`src/rtl/controller_pkg.sv`:
```
// Shared types and constants for the serial game-controller poller.
package controller_pkg;

  // Poll sequencer states; IDLE must stay encoded as zero.
  typedef enum logic [2:0] {
    ST_IDLE   = 3'd0,
    ST_LATCH  = 3'd1,
    ST_SETTLE = 3'd2,
    ST_CLK_HI = 3'd3,
    ST_CLK_LO = 3'd4,
    ST_COMMIT = 3'd5
  } poll_state_e;

  localparam int BUTTONS_NES  = 8;
  localparam int BUTTONS_SNES = 16;

  // NES bit positions within a pad slice (first bit shifted lands in bit 0).
  localparam int NES_A      = 0;
  localparam int NES_B      = 1;
  localparam int NES_SELECT = 2;
  localparam int NES_START  = 3;
  localparam int NES_UP     = 4;
  localparam int NES_DOWN   = 5;
  localparam int NES_LEFT   = 6;
  localparam int NES_RIGHT  = 7;

  // SNES bit positions within a pad slice.
  localparam int SNES_B     = 0;
  localparam int SNES_Y     = 1;
  localparam int SNES_SEL   = 2;
  localparam int SNES_START = 3;
  localparam int SNES_UP    = 4;
  localparam int SNES_DOWN  = 5;
  localparam int SNES_LEFT  = 6;
  localparam int SNES_RIGHT = 7;
  localparam int SNES_A     = 8;
  localparam int SNES_X     = 9;
  localparam int SNES_L     = 10;
  localparam int SNES_R     = 11;

endpackage

```
`src/rtl/controller_tick_gen_m.sv`:
```
// Divides cpu_clk into ticks: tick_o pulses for one cycle every CLK_DIV cycles.
// clear_i restarts the count so the first tick lands CLK_DIV cycles later.
module controller_tick_gen_m #(
  parameter int CLK_DIV = 4
) (
  input  logic clk_i,
  input  logic rst_i,
  input  logic clear_i,
  output logic tick_o
);

  localparam int CW = $clog2(CLK_DIV);

  logic [CW-1:0] cnt_q, cnt_d;

  assign tick_o = (cnt_q == CW'(CLK_DIV - 1));

  // Next count: clear wins, otherwise wrap on tick.
  always_comb begin
    cnt_d = cnt_q + 1'b1;
    if (clear_i || tick_o) cnt_d = '0;
  end

  // Count register.
  always_ff @(posedge clk_i) begin
    if (rst_i) cnt_q <= '0;
    else       cnt_q <= cnt_d;
  end

endmodule

```
`src/rtl/multi_controller_poller_m.sv`:
```
// N-channel NES/SNES pad poller. One start_fetch runs a latch + shift sequence on
// all pads in parallel and commits every channel on the same edge.
// Handshake: start_fetch is a 1-cycle request, accepted only when busy is low; a
// request while busy is dropped and flagged by overrun in the same cycle. done
// pulses for one cycle together with the new buttons_out/pressed_out/connected.
module multi_controller_poller_m
  import controller_pkg::*;
#(
  parameter int NUM_CONTROLLERS = 2,
  parameter int BUTTONS         = 8,
  parameter int CLK_DIV         = 4,
  parameter int LATCH_TICKS     = 2
) (
  input  logic                               cpu_clk,
  input  logic                               rst,
  input  logic                               start_fetch,
  output logic                               controller_clk,
  output logic                               controller_latch,
  input  logic [NUM_CONTROLLERS-1:0]         data_in_B,
  output logic [NUM_CONTROLLERS*BUTTONS-1:0] buttons_out,
  output logic [NUM_CONTROLLERS*BUTTONS-1:0] pressed_out,
  output logic [NUM_CONTROLLERS-1:0]         connected,
  output logic                               busy,
  output logic                               done,
  output logic                               overrun,
  output logic [2:0]                         dbg_state_o
);

  localparam int NB = NUM_CONTROLLERS * BUTTONS;
  localparam int BW = $clog2(BUTTONS);
  localparam int LW = (LATCH_TICKS > 1) ? $clog2(LATCH_TICKS) : 1;

  poll_state_e    state_q, state_d;
  logic [LW-1:0]  lt_q, lt_d;
  logic [BW-1:0]  bit_q, bit_d;
  logic           accept, sample_en, commit_en, tick;
  logic [NB-1:0]  buttons_q, pressed_q, new_btn;
  logic [NUM_CONTROLLERS-1:0] conn_q, pad_ok;
  logic           done_q;

  controller_tick_gen_m #(.CLK_DIV(CLK_DIV)) u_tick (
    .clk_i   (cpu_clk),
    .rst_i   (rst),
    .clear_i (accept),
    .tick_o  (tick)
  );

  // Sequencer next state: latch ticks, settle, then clock pulses until all bits sampled.
  always_comb begin
    state_d   = state_q;
    lt_d      = lt_q;
    bit_d     = bit_q;
    accept    = 1'b0;
    sample_en = 1'b0;
    commit_en = 1'b0;
    case (state_q)
      ST_IDLE: begin
        if (start_fetch) begin
          accept  = 1'b1;
          state_d = ST_LATCH;
          lt_d    = '0;
          bit_d   = '0;
        end
      end
      ST_LATCH: begin
        if (tick) begin
          if (lt_q == LW'(LATCH_TICKS - 1)) state_d = ST_SETTLE;
          else                              lt_d    = lt_q + 1'b1;
        end
      end
      ST_SETTLE: begin
        if (tick) begin
          sample_en = 1'b1;
          bit_d     = BW'(1);
          state_d   = ST_CLK_HI;
        end
      end
      ST_CLK_HI: begin
        if (tick) state_d = ST_CLK_LO;
      end
      ST_CLK_LO: begin
        if (tick) begin
          sample_en = 1'b1;
          if (bit_q == BW'(BUTTONS - 1)) state_d = ST_COMMIT;
          else begin
            bit_d   = bit_q + 1'b1;
            state_d = ST_CLK_HI;
          end
        end
      end
      ST_COMMIT: begin
        commit_en = 1'b1;
        state_d   = ST_IDLE;
      end
      default: state_d = ST_IDLE;
    endcase
  end

  // Sequencer registers.
  always_ff @(posedge cpu_clk) begin
    if (rst) begin
      state_q <= ST_IDLE;
      lt_q    <= '0;
      bit_q   <= '0;
    end else begin
      state_q <= state_d;
      lt_q    <= lt_d;
      bit_q   <= bit_d;
    end
  end

  assign busy             = (state_q != ST_IDLE);
  assign overrun          = start_fetch && busy;
  assign controller_latch = (state_q == ST_LATCH);
  assign controller_clk   = (state_q == ST_CLK_HI);
  assign dbg_state_o      = state_q;

  for (genvar k = 0; k < NUM_CONTROLLERS; k++) begin : g_ch
    logic [1:0]         sync_q;
    logic [BUTTONS-1:0] shift_q;

    // Synchronise the pad line, then shift the inverted bit in from the top so the
    // first bit read ends up in bit 0.
    always_ff @(posedge cpu_clk) begin
      if (rst) begin
        sync_q  <= 2'b11;
        shift_q <= '0;
      end else begin
        sync_q <= {sync_q[0], data_in_B[k]};
        if (sample_en) shift_q <= {~sync_q[1], shift_q[BUTTONS-1:1]};
      end
    end

    // A line stuck low reads as every button pressed: treat as unplugged.
    assign pad_ok[k]                      = ~&shift_q;
    assign new_btn[k*BUTTONS +: BUTTONS]  = pad_ok[k] ? shift_q : '0;
  end

  // Atomic commit of all channels plus edge detection against the previous commit.
  always_ff @(posedge cpu_clk) begin
    if (rst) begin
      buttons_q <= '0;
      pressed_q <= '0;
      conn_q    <= '0;
      done_q    <= 1'b0;
    end else begin
      done_q <= commit_en;
      if (commit_en) begin
        buttons_q <= new_btn;
        pressed_q <= new_btn & ~buttons_q;
        conn_q    <= pad_ok;
      end
    end
  end

  assign buttons_out = buttons_q;
  assign pressed_out = pressed_q;
  assign connected   = conn_q;
  assign done        = done_q;

endmodule

```
`config.mk`:
```
export PLATFORM = sky130hd
export DESIGN_NAME = multi_controller_poller_m
export DESIGN_NICKNAME = d
export VERILOG_FILES = /design/src/rtl/controller_pkg.sv /design/src/rtl/controller_tick_gen_m.sv /design/src/rtl/multi_controller_poller_m.sv
export SDC_FILE = /design/constraint.sdc
export NUM_CORES = 1
export LEC_CHECK = 0
export ABC_AREA = 1
export CORE_ASPECT_RATIO = 0.6
export CORE_MARGIN = 3
export CORE_UTILIZATION = 52
export DETAILED_ROUTE_END_ITERATION = 10
export PLACE_DENSITY = 0.88
export SETUP_SLACK_MARGIN = 0.15
export SLEW_MARGIN = 15
export SYNTH_ARGS = -nofsm -noshare
export SYNTH_HDL_FRONTEND = slang
export SYNTH_SLANG_ARGS = --single-unit
```
`constraint.sdc`:
```
create_clock -name cpu_clk -period 1.6 [get_ports cpu_clk]
set_input_delay 0.4 -clock cpu_clk [delete_from_list [all_inputs] [get_ports cpu_clk]]
set_output_delay 0.4 -clock cpu_clk [all_outputs]
set_load 0.005 [all_outputs]
```
Yosys cells after proc, flatten, opt, wreduce, memory -nomap -nowiden
Index checks and enable logic that the tools add are counted.
- logic and storage cells: 72
- output and inout port bits: 42
- bits of input ports: 5
- register bits after elaboration: 64
- eq/ne operators: 14
- bitwise logic cells: 4
- add/subtract/negate cells: 3
- muxes and demuxes: 24
- reductions and logical operators: 15
- operators with widths (kind ; count):
    two-way mux 3 bit ; 11
    bitwise AND 16 bit ; 1
    two-way mux 8 bit ; 2
    NOT 16 bit ; 1
    AND reduction 8 bit ; 2
    case mux 3 bit (5 select lines) ; 1
    != test 2 x 1 -> 1 bit, second input constant ; 5
    == test 3 bit, second input constant ; 3
    case mux 3 bit (3 select lines) ; 1
    two-way mux 1 bit ; 8
    == test 3 x 2 -> 1 bit, second input constant ; 2
    AND reduction 6 bit ; 1
    nonzero test 3 bit ; 2
    AND reduction 5 bit ; 1
    != test 2 bit, second input constant ; 2
    OR reduction 2 bit ; 2
    adder 3 x 1 -> 3 bit, second input constant ; 1
    == test 3 x 1 -> 1 bit, second input constant ; 1
    zero test 3 bit ; 1
    AND reduction 3 bit ; 1
    adder 2 x 1 -> 2 bit, second input constant ; 1
    == test 2 bit, second input constant ; 1
    zero test 1 bit ; 2
    NOT 1 bit ; 2
    other kinds (5) ; 5

Longest topological paths before layout
Gate-level depths: netlist of the first run.
- word-level depth: 4
- gate-level depth with buffers: 9
- gate-level depth less buffers: 8

Cells and area by module
From an unflattened synthesis of the first run, not the netlist that was laid out.
- cell total of the unflattened synthesis: 342
- area, all modules: 2622.5 sq um
- by module, submodules not included (module ; times used ; area an instance (sq um) ; cells each ; sequential area each (sq um)):
    multi_controller_poller_m ; 1 ; 2547.4 ; 333 ; 1241.2
    controller_tick_gen_m ; 1 ; 75.1 ; 9 ; 40.0

Worst setup path after synthesis of the first run
OpenSTA, ideal clock, no wires.
- kind: register to register
- start: register bit_q[0]
- end: register bit_q[1]
- slack: 0.291 ns
- required time: 1.487 ns
- arrival: 1.196 ns
- stages on the path, launching flop included: 9
- path buffers: 0
- cells stage by stage: dfxtp_1 -> ha_1 -> ha_1 -> nand3_1 -> nand3_1 -> nor2_1 -> nand2_1 -> nand2_1 -> nor2_1
- cells in the longest elaborated chain, start to end: 4
- elaborated cells on any way between the ends: 7
- classes of those cells: add/sub: 1; eq/ne: 2; mux: 3; reduce/logical: 1
- RTL lines (what ; RTL line ; text):
    start, declared ; multi_controller_poller_m.sv:35 ; logic [BW-1:0] bit_q, bit_d;
    start signal, assigned ; multi_controller_poller_m.sv:108 ; bit_q <= bit_d;
    adder 3 x 1 -> 3 bit ; multi_controller_poller_m.sv:86 ; bit_d = bit_q + 1'b1;
    two-way mux 3 bit ; multi_controller_poller_m.sv:84 ; if (bit_q == BW'(BUTTONS - 1)) state_d = ST_COMMIT;
    two-way mux 3 bit ; multi_controller_poller_m.sv:82 ; if (tick) begin
    case mux 3 bit (3 select lines) ; multi_controller_poller_m.sv:56 ; case (state_q)
Several ways; a longest one is shown, not always the timed one. The select of a mux whose other input is x is not followed.
A chain may end at the register's enable or synchronous reset.

Worst setup path after layout of the first run
- start: register state_q[2], in the netlist dbg_state_o[2]
- end: register g_ch[1].shift_q[6]
- cells in the longest elaborated chain, start to end: 3
- elaborated cells on any way between the ends: 4
- classes of those cells: eq/ne: 2; mux: 1; reduce/logical: 1
- RTL lines (what ; RTL line ; text):
    start, declared ; multi_controller_poller_m.sv:33 ; poll_state_e state_q, state_d;
    start signal, assigned ; multi_controller_poller_m.sv:106 ; state_q <= state_d;
    == test 3 bit / == test 3 x 2 -> 1 bit (equally long branches) ; multi_controller_poller_m.sv:56 ;
    OR reduction 2 bit (no source line) * ; - ;
    two-way mux 1 bit * ; - ;
    end signal, assigned ; multi_controller_poller_m.sv:130 ; if (sample_en) shift_q <= {~sync_q[1], shift_q[BUTTONS-1:1]};
    end, declared ; multi_controller_poller_m.sv:120 ; logic [BUTTONS-1:0] shift_q;
Mark *: on every way between the ends. The rest lies on a longest branch, timed or not.

==> results.md, run 1 <==
Power and ir drop:
- Summing internal, switching and leakage power gives 5.85 mW.
- The switching power total is 2.20 mW.
- The share of power burned in the clock network is 26.8%.
- The areal power density over the cells is 1500 nW/µm².
- The analysis attributes to cell leakage a power of 1.64 nW.
- The peak supply drop is 1.06 mV.
- The share of power burned in registers is 31.9%.
- The internal power of the cells is 3.65 mW.
- Combinational cells account for 41.3% of the total power.
- In this run switching power makes up 37.6% of total power.

Synthesis:
- The number of instances in the synthesized netlist is 348.
- After Yosys synthesis, and, or, nand and nor cells account for 28.0% of the synthesized area.
- By area, the combinational part of the netlist is dominated by simple AND/OR/NAND/NOR gates.
- The synthesized netlist contains 29 unique library cells.
- Of the total synthesized cell area, the portion taken by full adders, half adders and majority gates is 1.43%.
- For this run, the number of Yosys warnings is 0.
- The area share of xor/xnor cells in the synthesized design is 0%.
- Summing the areas of all compound-gate instances in the mapped netlist gives 12.6% of the synthesized area.
- The multiplexer fraction of the synthesized cell area is 0%.
- The net count after synthesis is 356.
- The flip-flop and latch count after synthesis is 64.
- The cell area that synthesis handed to floorplanning was 2620 µm².
- The sequential area share after synthesis is 48.9%.
- Averaged over all synthesized cells, the footprint is 7.53 µm².

Clock tree:
- The CTS tree is yes.
- The clock transition time at the flip-flop clock pins of the worst setup and hold paths is 0.07 ns.
- In this run the number of H-tree levels came out at 3.
- CTS placed an instance of sky130_fd_sc_hd__clkbuf_8 at the clock tree root.
- The clock reaches the later pin of the worst-skew pair after 0.35 ns.
- The number of buffers added by the clock tree synthesis step is 9.
- After clock tree synthesis, the flow added hold-fix buffers numbering 0.
- The number of buffers on the longest clock path is 2.
- The clock net sink count is 64.

Run:
- Max-cap violations in this run came to 0.

Floorplanning:
- The initial cell density of the core is 55.7%.
- The core footprint is 4710 µm².
- The width of the chip is 97.7 µm.
- The I/O pin count is 47.
- The die covers 5960 µm².
- The die is 61.0 µm tall.
- The total number of placement rows is 19.

Outcome:
- The run finished with clean final reports.

Finish:
- 0 antenna diodes ended up in the layout.
- The post-route netlist has 29.9% of its cells at a drive strength greater than 1.
- Measured on the finished design, the core utilization comes to 82.9%.
- The area overhead of the layout relative to synthesis is 48.9%.
- For this run, the post-layout net count is 435.
- The filler cells instantiated in the layout total 255.
- The final instance area is 3900 µm².
- The top cell types in the final layout, fill and taps aside, are sky130_fd_sc_hd__nand2_1, sky130_fd_sc_hd__dfxtp_1, sky130_fd_sc_hd__a21oi_1.
- Leaving out fill and tap cells, the most frequent cell in the layout is sky130_fd_sc_hd__nand2_1.

Timing:
- The hold violation total from the final report is 0.
- The setup slack of the critical path after layout is 0.00348 ns.
- The total of endpoints with negative setup slack in the final report is 0.
- The achievable frequency is 626 MHz.
- In this run the tightest slew margin relative to its limit is 76.8%.
- The clock tree skew after final layout is 0.00918 ns.
- The time the final worst path needs with I/O delays and setup is 1.60 ns.
- The number of pins with negative max-slew slack in the final report was 0.
- The ratio of final minimum period to clock period is 99.8%.
- Setup repair after global routing could not meet its margin everywhere.
- The transition time at the pin with the least slew margin is 0.346 ns.

Global route:
- Entering global routing, the biggest net connects 36 pins.
- The number of antenna violations at the first check in global routing was 0.
- The first global-routing pass estimated 12400 µm of wire.
- The number of global-route vias before repair was 2617.
- Global routing used 26.9% of the available tracks.
- The total overflow left after global routing is 0.

Route:
- The detailed router put a total of 3750 µm of wire on met1.
- In this run the remaining antenna-violating nets after routing total 0.
- The DRC violation count after routing is 0.
- After the first detailed-routing iteration, the DRC count stood at 599.
- The post-detailed-route via-to-cell ratio is 6.17.
- The post-detailed-route wirelength per cell is 20.3 µm.
- The length of routed met2 wiring is 4510 µm.
- The final layout contains routed wiring with a total length of 10000 µm.
- Before antenna repair, the detailed router went through 6 iterations.
- The uppermost signal routing layer after detailed routing is met4.
- The routed layout has 3055 vias.
- The sum of met3 wire segment lengths after detailed routing is 1230 µm.

Worst hold path:
- In this run the most critical hold path is launched from g_ch[1].sync_q[1].
- Along the worst hold path, the cell count comes to 1.
- The path class of the tightest hold or removal check is reg2reg.
- The hold-critical path endpoint is g_ch[1].shift_q[7].

Worst setup path:
- The number of cells on the worst reg-to-reg path is 8.
- The critical path launch point type is a flop.
- The worst register-to-register path ends at g_ch[1].shift_q[6].
- The worst endpoint data arrival time is 1.83 ns.
- The startpoint of the lowest-slack register-to-register path is dbg_state_o[2].
- The critical setup path kind is reg2reg.
- Setup slack on the worst reg-to-reg path comes out at 0.003 ns.
- In this run the worst setup path begins at dbg_state_o[2].
- The required arrival time at the worst endpoint is 1.83 ns.
- The largest fanout on the critical path is 5.
- The critical path endpoint category is a flop.

Placement:
- The pre-CTS setup slack is -0.327 ns.
- The sum of net half-perimeters after detailed placement is 4290 µm.
- During placement, the flow inserted port buffers numbering 46.
- The congestion estimate from routability-driven global placement came to 0.894.
- The post-placement cell area is 3270 µm².
==> final cells by class <==
cell class / count / area (µm²) / share of cell area (%)
multi-input cells: 233 / 1380 / 35.3
inverters: 36 / 153 / 3.91
repair inverters: 1 / 8.76 / 0.224
clock inverters: 3 / 65.1 / 1.67
clock buffers: 13 / 149 / 3.82
flip-flops and latches: 64 / 1310 / 33.5
well taps: 63 / 78.8 / 2.02
repair buffers: 82 / 762 / 19.5
==> cell usage after synthesis (all sizes together) <==
master	instances	area [µm²]
nand2	70	278
inv	36	143
o2111ai	1	8.76
or2	4	25.0
o21ai	18	93.8
nand3	27	140
ha	3	37.5
nor2	46	185
nor3	1	5.00
o21bai	1	7.51
a21oi	44	220
nand4	16	100
dfxtp	64	1280
buf	10	70.1
clkbuf	7	26.3
==> state kept, by name, summed over array words and instances, names as in the netlist <==
signal and count:
bit_q 3, buttons_out 16, connected 2, dbg_state_o 3, done 1, g_ch.shift_q 16, g_ch.sync_q 4, lt_q 1
pressed_out 16, u_tick.cnt_q 2
==> how the worst max path moves through the flow <==
| stage | cells past startpoint | slack (ns) | to |
|---|---|---|---|
| 6_report | 8 | 0.003 | g_ch[1].shift_q[6] |
| 3_5_place_dp | 4 | -0.33 | overrun |
| 2_1_floorplan | 8 | 0.29 | bit_q[1] |
| 5_1_grt | 8 | -0.1 | g_ch[1].shift_q[6] |
| 4_1_cts | 4 | 0.02 | controller_clk |
| 3_3_place_gp | 4 | -0.32 | overrun |
==> repair_timing <==
item	in CTS	in global routing
pin swaps	5	13
resized for setup	99	68
gates cloned	0	4
setup endpoints to repair	51	45
buffers inserted	7	6
==> critical path, cell delays in order, from the launching register on <==
cell and delay [ns]:
sky130_fd_sc_hd__dfxtp_2 0.33, sky130_fd_sc_hd__buf_6 0.12, sky130_fd_sc_hd__inv_4 0.07, sky130_fd_sc_hd__buf_4 0.17
sky130_fd_sc_hd__nand3_4 0.15, sky130_fd_sc_hd__nand2_8 0.15, sky130_fd_sc_hd__nand2_8 0.10, sky130_fd_sc_hd__o21ai_0 0.29
sky130_fd_sc_hd__a21oi_1 0.09
==> cell families (layout without fill, tap and decap cells) <==
group / Yosys count / after routing
AND/OR/NAND/NOR: 164 / 166
AO/OA/AOI/OAI: 64 / 64
flip-flops: 64 / 64
buffers and inverters: 53 / 135
adder cells (fa/ha/maj): 3 / 3
==> power by group through the flow <==
stage	clock network, mW	logic, mW	registers, mW
2_1_floorplan	0	0.799	1.83
3_3_place_gp	0	1.36	1.84
3_5_place_dp	0	1.42	1.85
4_1_cts	1.54	1.60	1.82
5_1_grt	1.64	2.52	1.87
6_report	1.57	2.42	1.86
==> routing by layer <==
layer  track usage [%]  vias up
li1                  -     1299
met1              30.2     1389
met4              11.6        0
met5                 0        -
met2              45.8      296
met3              12.1       71
==> stage by stage <==
| step | std cells | setup TNS, ns | hold slack, ns |
|---|---|---|---|
| after detailed placement | 462 | -1.34 | 0.393 |
| after floorplan | 348 | 0 | 0.382 |
| after global routing | 495 | -0.109 | 0.416 |
| after CTS | 485 | 0 | 0.402 |
| after global placement | 462 | -1.12 | 0.387 |
| final | 495 | 0 | 0.406 |
(Power assumes the default switching activity.)
==> run 2, diff against run 1 <==
Settings changed: PLACE_DENSITY 0.88 to default, PLACE_DENSITY_LB_ADDON from default to 0.12, SLEW_MARGIN 15 to 20, TNS_END_PERCENT from default to 10.
==> run 2 against run 1 <==
  * Critical path depth decreased by 3
  * Total power down 9.8%
  * Flip-flop and latch count did not move
  * Via count down 11%
  * Maximum frequency is 1.6% higher
  * Critical path type unchanged
==> results.md, run 2 (synthesis gave the netlist of run 1 again) <==
Power and ir drop:
- The share of power burned in combinational logic is 39.9% (was 41.3%).
- The areal power density over the cells is 1360 nW/µm² (was 1500 nW/µm²).
- The share of power burned in the clock network is 25.4% (was 26.8%).
- The total design power is 5.28 mW (was 5.85 mW).
- The share of power burned in registers is 34.8% (was 31.9%).
- The proportion of total power due to net switching is 36.0% (was 37.6%).
- The leakage power is 1.63 nW (was 1.64 nW).
- The peak supply drop came to 0.855 mV (was 1.06 mV).
- The switching power total came to 1.90 mW (was 2.20 mW).
- The internal power of the cells was 3.38 mW (was 3.65 mW).

Clock tree:
- The maximum level of the CTS H-tree came to 3 (unchanged).
- The clock net sink count is 64 (unchanged).
- The later-pin clock latency in the skew report came to 0.34 ns (was 0.35 ns).
- The count of hold buffers inserted by post-cts repair was 0 (unchanged).
- The CTS tree was yes (unchanged).
- The number of buffers added by the clock tree synthesis step is 9 (unchanged).
- The number of buffers on the longest clock path is 2 (unchanged).
- The cell at the root of the clock tree is sky130_fd_sc_hd__clkbuf_8 (unchanged).
- The clock transition time at the flip-flop clock pins of the worst setup and hold paths was 0.07 ns (about the same).

Floorplanning:
- The die footprint is 5960 µm² (unchanged).
- The die height is 61.0 µm (unchanged).
- The initial cell density of the core is 55.7% (unchanged).
- The I/O pin count is 47 (unchanged).
- The total number of placement rows is 19 (unchanged).
- The core footprint is 4710 µm² (unchanged).
- The width of the chip is 97.7 µm (unchanged).

Global route:
- The first-pass GRT wire length is 10200 µm (was 12400 µm).
- The number of antenna violations at the first check in global routing is 0 (unchanged).
- The overall track demand over capacity in global routing is 21.5% (was 26.9%).
- The pin count of the biggest net entering global routing is 36 (unchanged).
- The remaining global-route overflow came to 0 (unchanged).
- The number of global-route vias before repair was 2250 (was 2617).

Timing:
- The ratio of final minimum period to clock period came to 98.2% (was 99.8%).
- RSZ-0062 raised after global routing: yes (unchanged).
- The achievable frequency came to 636 MHz (was 626 MHz).
- The time the final worst path needs with I/O delays and setup was 1.57 ns (was 1.60 ns).
- The hold violation total from the final report is 0 (unchanged).
- The transition time at the pin with the least slew margin is 0.645 ns (was 0.346 ns).
- The clock tree skew after final layout is 0.00972 ns (was 0.00918 ns).
- The number of pins with negative max-slew slack in the final report is 0 (unchanged).
- The accumulated negative setup slack is 0 ns (unchanged).
- The remaining max-slew budget at the tightest pin is 56.9% (was 76.8%).
- The total of endpoints with negative setup slack in the final report is 0 (unchanged).
- The worst hold slack after final layout is 0.402 ns (was 0.406 ns).

Placement:
- The count of input and output buffers is 46 (unchanged).
- The sum of net half-perimeters after detailed placement was 3960 µm (was 4290 µm).
- The final RePlAce weighted congestion was 0.805 (was 0.894).

Worst setup path:
- The required arrival time at the worst endpoint is 1.82 ns (was 1.83 ns).
- The worst reg-to-reg setup slack was 0.03 ns (was 0.003 ns).
- The worst endpoint data arrival time is 1.79 ns (was 1.83 ns).
- The startpoint of the lowest-slack register-to-register path is g_ch[1].shift_q[3] (was dbg_state_o[2]).
- The critical setup path kind is reg2reg (unchanged).
- The number of cells on the worst reg-to-reg path came to 5 (was 8).
- The largest fanout on the critical path is 17 (was 5).
- The end of the worst register-to-register path is pressed_out[9] (was g_ch[1].shift_q[6]).
- The critical path launch point type is a flop (unchanged).
- The critical path endpoint category was a flop (unchanged).

Route:
- The number of nets with antenna violations after routing is 0 (unchanged).
- The first-pass iteration count of the detailed router is 8 (was 6).
- The number of DRC markers after the initial detailed-route iteration was 293 (was 599).
- The post-detailed-route wirelength per cell is 16.4 µm (was 20.3 µm).
- The post-detailed-route via-to-cell ratio came to 5.58 (was 6.17).
- The total detailed-routing wirelength came to 8050 µm (was 10000 µm).
- The total via count after detailed routing is 2732 (was 3055).
- The DRC violation count after routing was 0 (unchanged).

Finish:
- The area overhead of the layout relative to synthesis is 48.4% (was 48.9%).
- The fill cell instance count of the final layout is 286 (was 255).
- Most frequent cells in the layout: sky130_fd_sc_hd__nand2_1, sky130_fd_sc_hd__dfxtp_1, sky130_fd_sc_hd__dlygate4sd2_1 (was sky130_fd_sc_hd__nand2_1, sky130_fd_sc_hd__dfxtp_1, sky130_fd_sc_hd__a21oi_1).
- The most frequent standard cell in the layout excluding fill and tap cells is sky130_fd_sc_hd__nand2_1 (unchanged).
- The ratio of cells with drive above 1 in the final layout came to 30.9% (was 29.9%).
- The number of inserted diodes is 0 (unchanged).
- The final net count is 430 (was 435).

Worst hold path:
- The launch point of the worst hold path is g_ch[0].sync_q[1] (was g_ch[1].sync_q[1]).
- The class of the worst hold path is reg2reg (unchanged).
- The number of cells on the worst hold path is 1 (unchanged).
- The hold-critical path endpoint is g_ch[0].shift_q[7] (was g_ch[1].shift_q[7]).

Run:
- The reported max-cap violation count was 0 (unchanged).

Outcome:
- Status: complete, no violations (unchanged).
run 2: cell count changes in the layout (fill, tap and decap cells not counted), sizes merged:
cell,before,now
nand2,72,70
inv,36,35
clkinvlp,0,2
bufinv,2,1
dlygate4sd2,36,37
buf,41,33
clkinv,2,4
clkbuf,15,17
run 2: power groups by stage:
stage / logic, mW / clock network (mW) / registers (mW)
after floorplan: 0.799 / 0 / 1.83
after global routing: 2.26 / 1.42 / 1.85
final: 2.10 / 1.34 / 1.83
after CTS: 1.51 / 1.33 / 1.82
after detailed placement: 1.35 / 0 / 1.85
after global placement: 1.32 / 0 / 1.85
run 2: area by class of cell:
| cell class | instances | area [µm²] | share of cell area, % |
|---|---|---|---|
| multi-input combinational | 231 | 1310 | 33.7 |
| tap | 63 | 78.8 | 2.03 |
| sequential | 64 | 1320 | 33.8 |
| timing repair buffer | 80 | 842 | 21.7 |
| inverter | 36 | 155 | 3.99 |
| clock buffer | 10 | 128 | 3.28 |
| clock inverter | 6 | 60.1 | 1.54 |
run 2: worst max-delay path by stage:
stage / from / end / cells past startpoint
floorplan: bit_q[0] / bit_q[1] / 8
global placement: start_fetch / overrun / 4
detailed placement: start_fetch / overrun / 4
CTS: dbg_state_o[1] / controller_latch / 5
global route: g_ch[1].shift_q[3] / pressed_out[9] / 5
finish: g_ch[1].shift_q[3] / pressed_out[9] / 5
run 2: timing repair:
action                                  4_1_cts  5_1_grt
gates cloned                                  0        7
resized for setup                           103       50
buffers inserted                              7        2
endpoints found under the hold margin         0        0
pin swaps                                    42       40
endpoints found under the setup margin       45       57
run 2: routing by layer:
metal	share of wire [%]	wire (µm)	global-route usage, %
met3	8.5	682	6.77
met2	45	3590	34.8
met5	0	0	0
met1	45	3590	28.5
met4	2.3	185	6.31
run 2: stage by stage:
step	cell area [µm²]	cells	util [%]	worst slack, ns
after CTS	3540	481	75.2	0.0531
after floorplan	2620	348	-	0.291
after global placement	3250	458	69.0	-0.315
after detailed placement	3250	458	69.0	-0.349
final	3890	490	82.6	0.0287
after global routing	3890	490	82.6	-0.0933
run 2: worst max-delay path: stages (launching register included):
cell and delay, ns:
sky130_fd_sc_hd__dfxtp_1 0.38, sky130_fd_sc_hd__inv_1 0.08, sky130_fd_sc_hd__nor3_1 0.22, sky130_fd_sc_hd__nand2_1 0.44
sky130_fd_sc_hd__nand4_1 0.25, sky130_fd_sc_hd__a21oi_1 0.09
==> run 3, diff against run 2 <==
Settings changed: CORE_MARGIN 3 to default.
==> run 3 against run 2 <==
  * Combinational power decreased by 21%
  * Die area decreased by 10%
  * Final cell count decreased by 2.0%
  * Sequential power about the same
  * Non-clock buffer count decreased by 10
  * Clock skew increased by 0.00078 ns
  * Clock power increased by 48%
  * Clock-buffer cell count decreased by 1
  * Flip-flop and latch count unchanged
  * Register-to-register slack improved by 0.13 ns
  * Critical path type is now reg2out
==> results.md, run 3 (synthesis gave the netlist of run 1 again) <==
Clock tree:
- The CTS tree is yes (unchanged).
- The later-pin clock latency in the skew report is 0.34 ns (about the same).
- The number of buffers on the longest clock path is 2 (unchanged).
- The number of buffers added by the clock tree synthesis step is 9 (unchanged).
- The clock net sink count is 64 (unchanged).
- The maximum level of the CTS H-tree is 3 (unchanged).
- The cell at the root of the clock tree is sky130_fd_sc_hd__clkbuf_8 (unchanged).
- The clock transition time at the flip-flop clock pins of the worst setup and hold paths came to 0.07 ns (about the same).

Worst setup path:
- The largest fanout on the critical path came to 3 (was 17).
- The gate family responsible for the most delay along the worst path is flip-flops (was simple AND/OR/NAND/NOR gates).
- The number of buffers and inverters on the critical path is 2 (was 1).
- The critical path endpoint category is an output pin (was flop).
- Cell Chain, Critical Path: buf_6 -> nand2_4 -> nor2_4 -> buf_2 (was inv_1 -> nor3_1 -> nand2_1 -> nand4_1 -> a21oi_1).
- The required arrival time at the worst endpoint is 1.20 ns (was 1.82 ns).
- The worst endpoint data arrival time came to 1.13 ns (was 1.79 ns).
- The critical path launch point type is a flop (unchanged).
- The critical setup path kind is reg2out (was reg2reg).
- The delay of the slowest cell on the worst path is 0.38 ns (was 0.44 ns).
- The slowest stage cell on the critical path is sky130_fd_sc_hd__dfxtp_4 (was sky130_fd_sc_hd__nand2_1).

Timing:
- The transition time at the pin with the least slew margin is 0.562 ns (was 0.645 ns).
- The accumulated negative setup slack is 0 ns (unchanged).
- The hold violation total from the final report came to 0 (unchanged).
- The total of endpoints with negative setup slack in the final report is 0 (unchanged).
- The achievable frequency is 655 MHz (was 636 MHz).
- The ratio of final minimum period to clock period is 95.5% (was 98.2%).
- RSZ-0062 raised after global routing: yes (unchanged).
- The setup slack of the critical path after layout came to 0.0727 ns (was 0.0287 ns).
- The remaining max-slew budget at the tightest pin is 62.5% (was 56.9%).
- The number of pins with negative max-slew slack in the final report was 0 (unchanged).
- The time the final worst path needs with I/O delays and setup is 1.53 ns (was 1.57 ns).
- The clock tree skew after final layout is 0.0105 ns (was 0.00972 ns).

Placement:
- The number of cells after detailed placement is 461 (was 458).
- The sum of net half-perimeters after detailed placement came to 3950 µm (was 3960 µm).
- The count of input and output buffers is 46 (unchanged).
- The pre-CTS setup slack is -0.348 ns (was -0.349 ns).
- The final RePlAce weighted congestion came to 0.939 (was 0.805).
- The post-placement cell area is 3250 µm² (about the same).

Power and ir drop:
- The total design power is 5.47 mW (was 5.28 mW).
- The peak supply drop is 1.24 mV (was 0.855 mV).
- The leakage power was 1.59 nW (was 1.63 nW).
- The share of power burned in registers came to 33.6% (was 34.8%).
- The share of power burned in the clock network is 36.3% (was 25.4%).
- The switching power total is 1.68 mW (was 1.90 mW).
- The share of power burned in combinational logic is 30.2% (was 39.9%).
- The areal power density over the cells is 1490 nW/µm² (was 1360 nW/µm²).
- The proportion of total power due to net switching is 30.7% (was 36.0%).
- The internal power of the cells is 3.79 mW (was 3.38 mW).

Finish:
- The most frequent standard cell in the layout excluding fill and tap cells was sky130_fd_sc_hd__nand2_1 (unchanged).
- Most frequent cells in the layout: sky130_fd_sc_hd__nand2_1, sky130_fd_sc_hd__a21oi_1, sky130_fd_sc_hd__nor2_1 (was sky130_fd_sc_hd__nand2_1, sky130_fd_sc_hd__dfxtp_1, sky130_fd_sc_hd__dlygate4sd2_1).
- The final instance area is 3660 µm² (was 3890 µm²).
- The post-route non-filler standard cell count is 480 (was 490).
- The number of inserted diodes is 0 (unchanged).
- The area overhead of the layout relative to synthesis is 39.6% (was 48.4%).
- The final net count is 420 (was 430).
- The ratio of cells with drive above 1 in the final layout is 25.7% (was 30.9%).

Route:
- The number of nets with antenna violations after routing is 0 (unchanged).
- The DRC violation count after routing is 0 (unchanged).
- The total detailed-routing wirelength came to 6090 µm (was 8050 µm).
- The post-detailed-route via-to-cell ratio is 5.17 (was 5.58).
- The first-pass iteration count of the detailed router came to 4 (was 8).
- The number of DRC markers after the initial detailed-route iteration came to 182 (was 293).
- The post-detailed-route wirelength per cell is 12.7 µm (was 16.4 µm).
- The total via count after detailed routing is 2482 (was 2732).

Global route:
- The pin count of the biggest net entering global routing is 24 (was 36).
- The number of antenna violations at the first check in global routing came to 0 (unchanged).
- The remaining global-route overflow is 0 (unchanged).
- The overall track demand over capacity in global routing is 25.4% (was 21.5%).
- The first-pass GRT wire length is 10400 µm (was 10200 µm).
- The number of global-route vias before repair is 2218 (was 2250).

Floorplanning:
- The I/O pin count is 47 (unchanged).
- The total number of placement rows is 19 (unchanged).
- The core footprint is 4710 µm² (unchanged).
- The die height is 57.0 µm (was 61.0 µm).
- The initial cell density of the core is 55.7% (unchanged).
- The die footprint is 5340 µm² (was 5960 µm²).
- The width of the chip is 93.7 µm (was 97.7 µm).

Outcome:
- Status: complete, no violations (unchanged).

Worst hold path:
- The class of the worst hold path is reg2reg (unchanged).

Run:
- The reported max-cap violation count is 0 (unchanged).
run 3: changes by cell type in the layout (fill, tap and decap cells not counted), sizes merged:
cell,previous run,this run
clkinv,4,2
clkdlybuf4s15,0,2
buf,33,28
clkbuf,17,9
dlymetal6s2s,0,1
clkinvlp,2,0
inv,35,36
bufinv,1,5
dlygate4sd2,37,36
run 3: cell type report:
class                      count  area (µm²)
sequential                    64        1320
multi-input combinational    231        1200
fill                         350        1050
timing repair buffer          70         623
clock inverter                 7         168
inverter                      36         143
clock buffer                   9         124
tap                           63        78.8
run 3: routing by layer:
| metal | up-vias | GRT usage, % | wire (µm) |
|---|---|---|---|
| li1 | 1263 | - | - |
| met2 | 68 | 37.1 | 2760 |
| met5 | - | 0 | 0 |
| met4 | 0 | 6.81 | 57 |
| met1 | 1143 | 35.6 | 2900 |
| met3 | 8 | 9.47 | 371 |
run 3: metrics by stage:
step                hold slack [ns]  util, %
global placement              0.387     69.0
detailed placement            0.389     69.0
floorplan                     0.382        -
global route                  0.411     77.7
finish                        0.402     77.7
CTS                           0.405     76.1
run 3: worst paths after layout:
| check | startpoint | to | slack, ns | cells past startpoint |
|---|---|---|---|---|
| setup / recovery | dbg_state_o[0] | controller_latch | 0.07 | 4 |
| hold / removal | g_ch[0].sync_q[1] | g_ch[0].shift_q[7] | 0.40 | 1 |
| setup reg to reg | dbg_state_o[0] | pressed_out[5] | 0.16 | 7 |
| hold reg to reg | g_ch[0].sync_q[1] | g_ch[0].shift_q[7] | 0.40 | 1 |
run 3: power groups by stage:
| stage | registers, mW | clock network, mW | logic (mW) |
|---|---|---|---|
| final | 1.84 | 1.98 | 1.65 |
| after global routing | 1.85 | 2.09 | 1.83 |
| after CTS | 1.83 | 2.01 | 1.45 |
| after detailed placement | 1.84 | 0 | 1.37 |
| after global placement | 1.84 | 0 | 1.34 |
| after floorplan | 1.83 | 0 | 0.799 |
run 3: timing repair:
item / 4_1_cts / 5_1_grt
buffers inserted: 2 / 1
setup endpoints to repair: 48 / 52
resized for setup: 101 / 19
pin swaps: 7 / 5
hold buffers: 0 / 0
endpoints found under the hold margin: 0 / 0
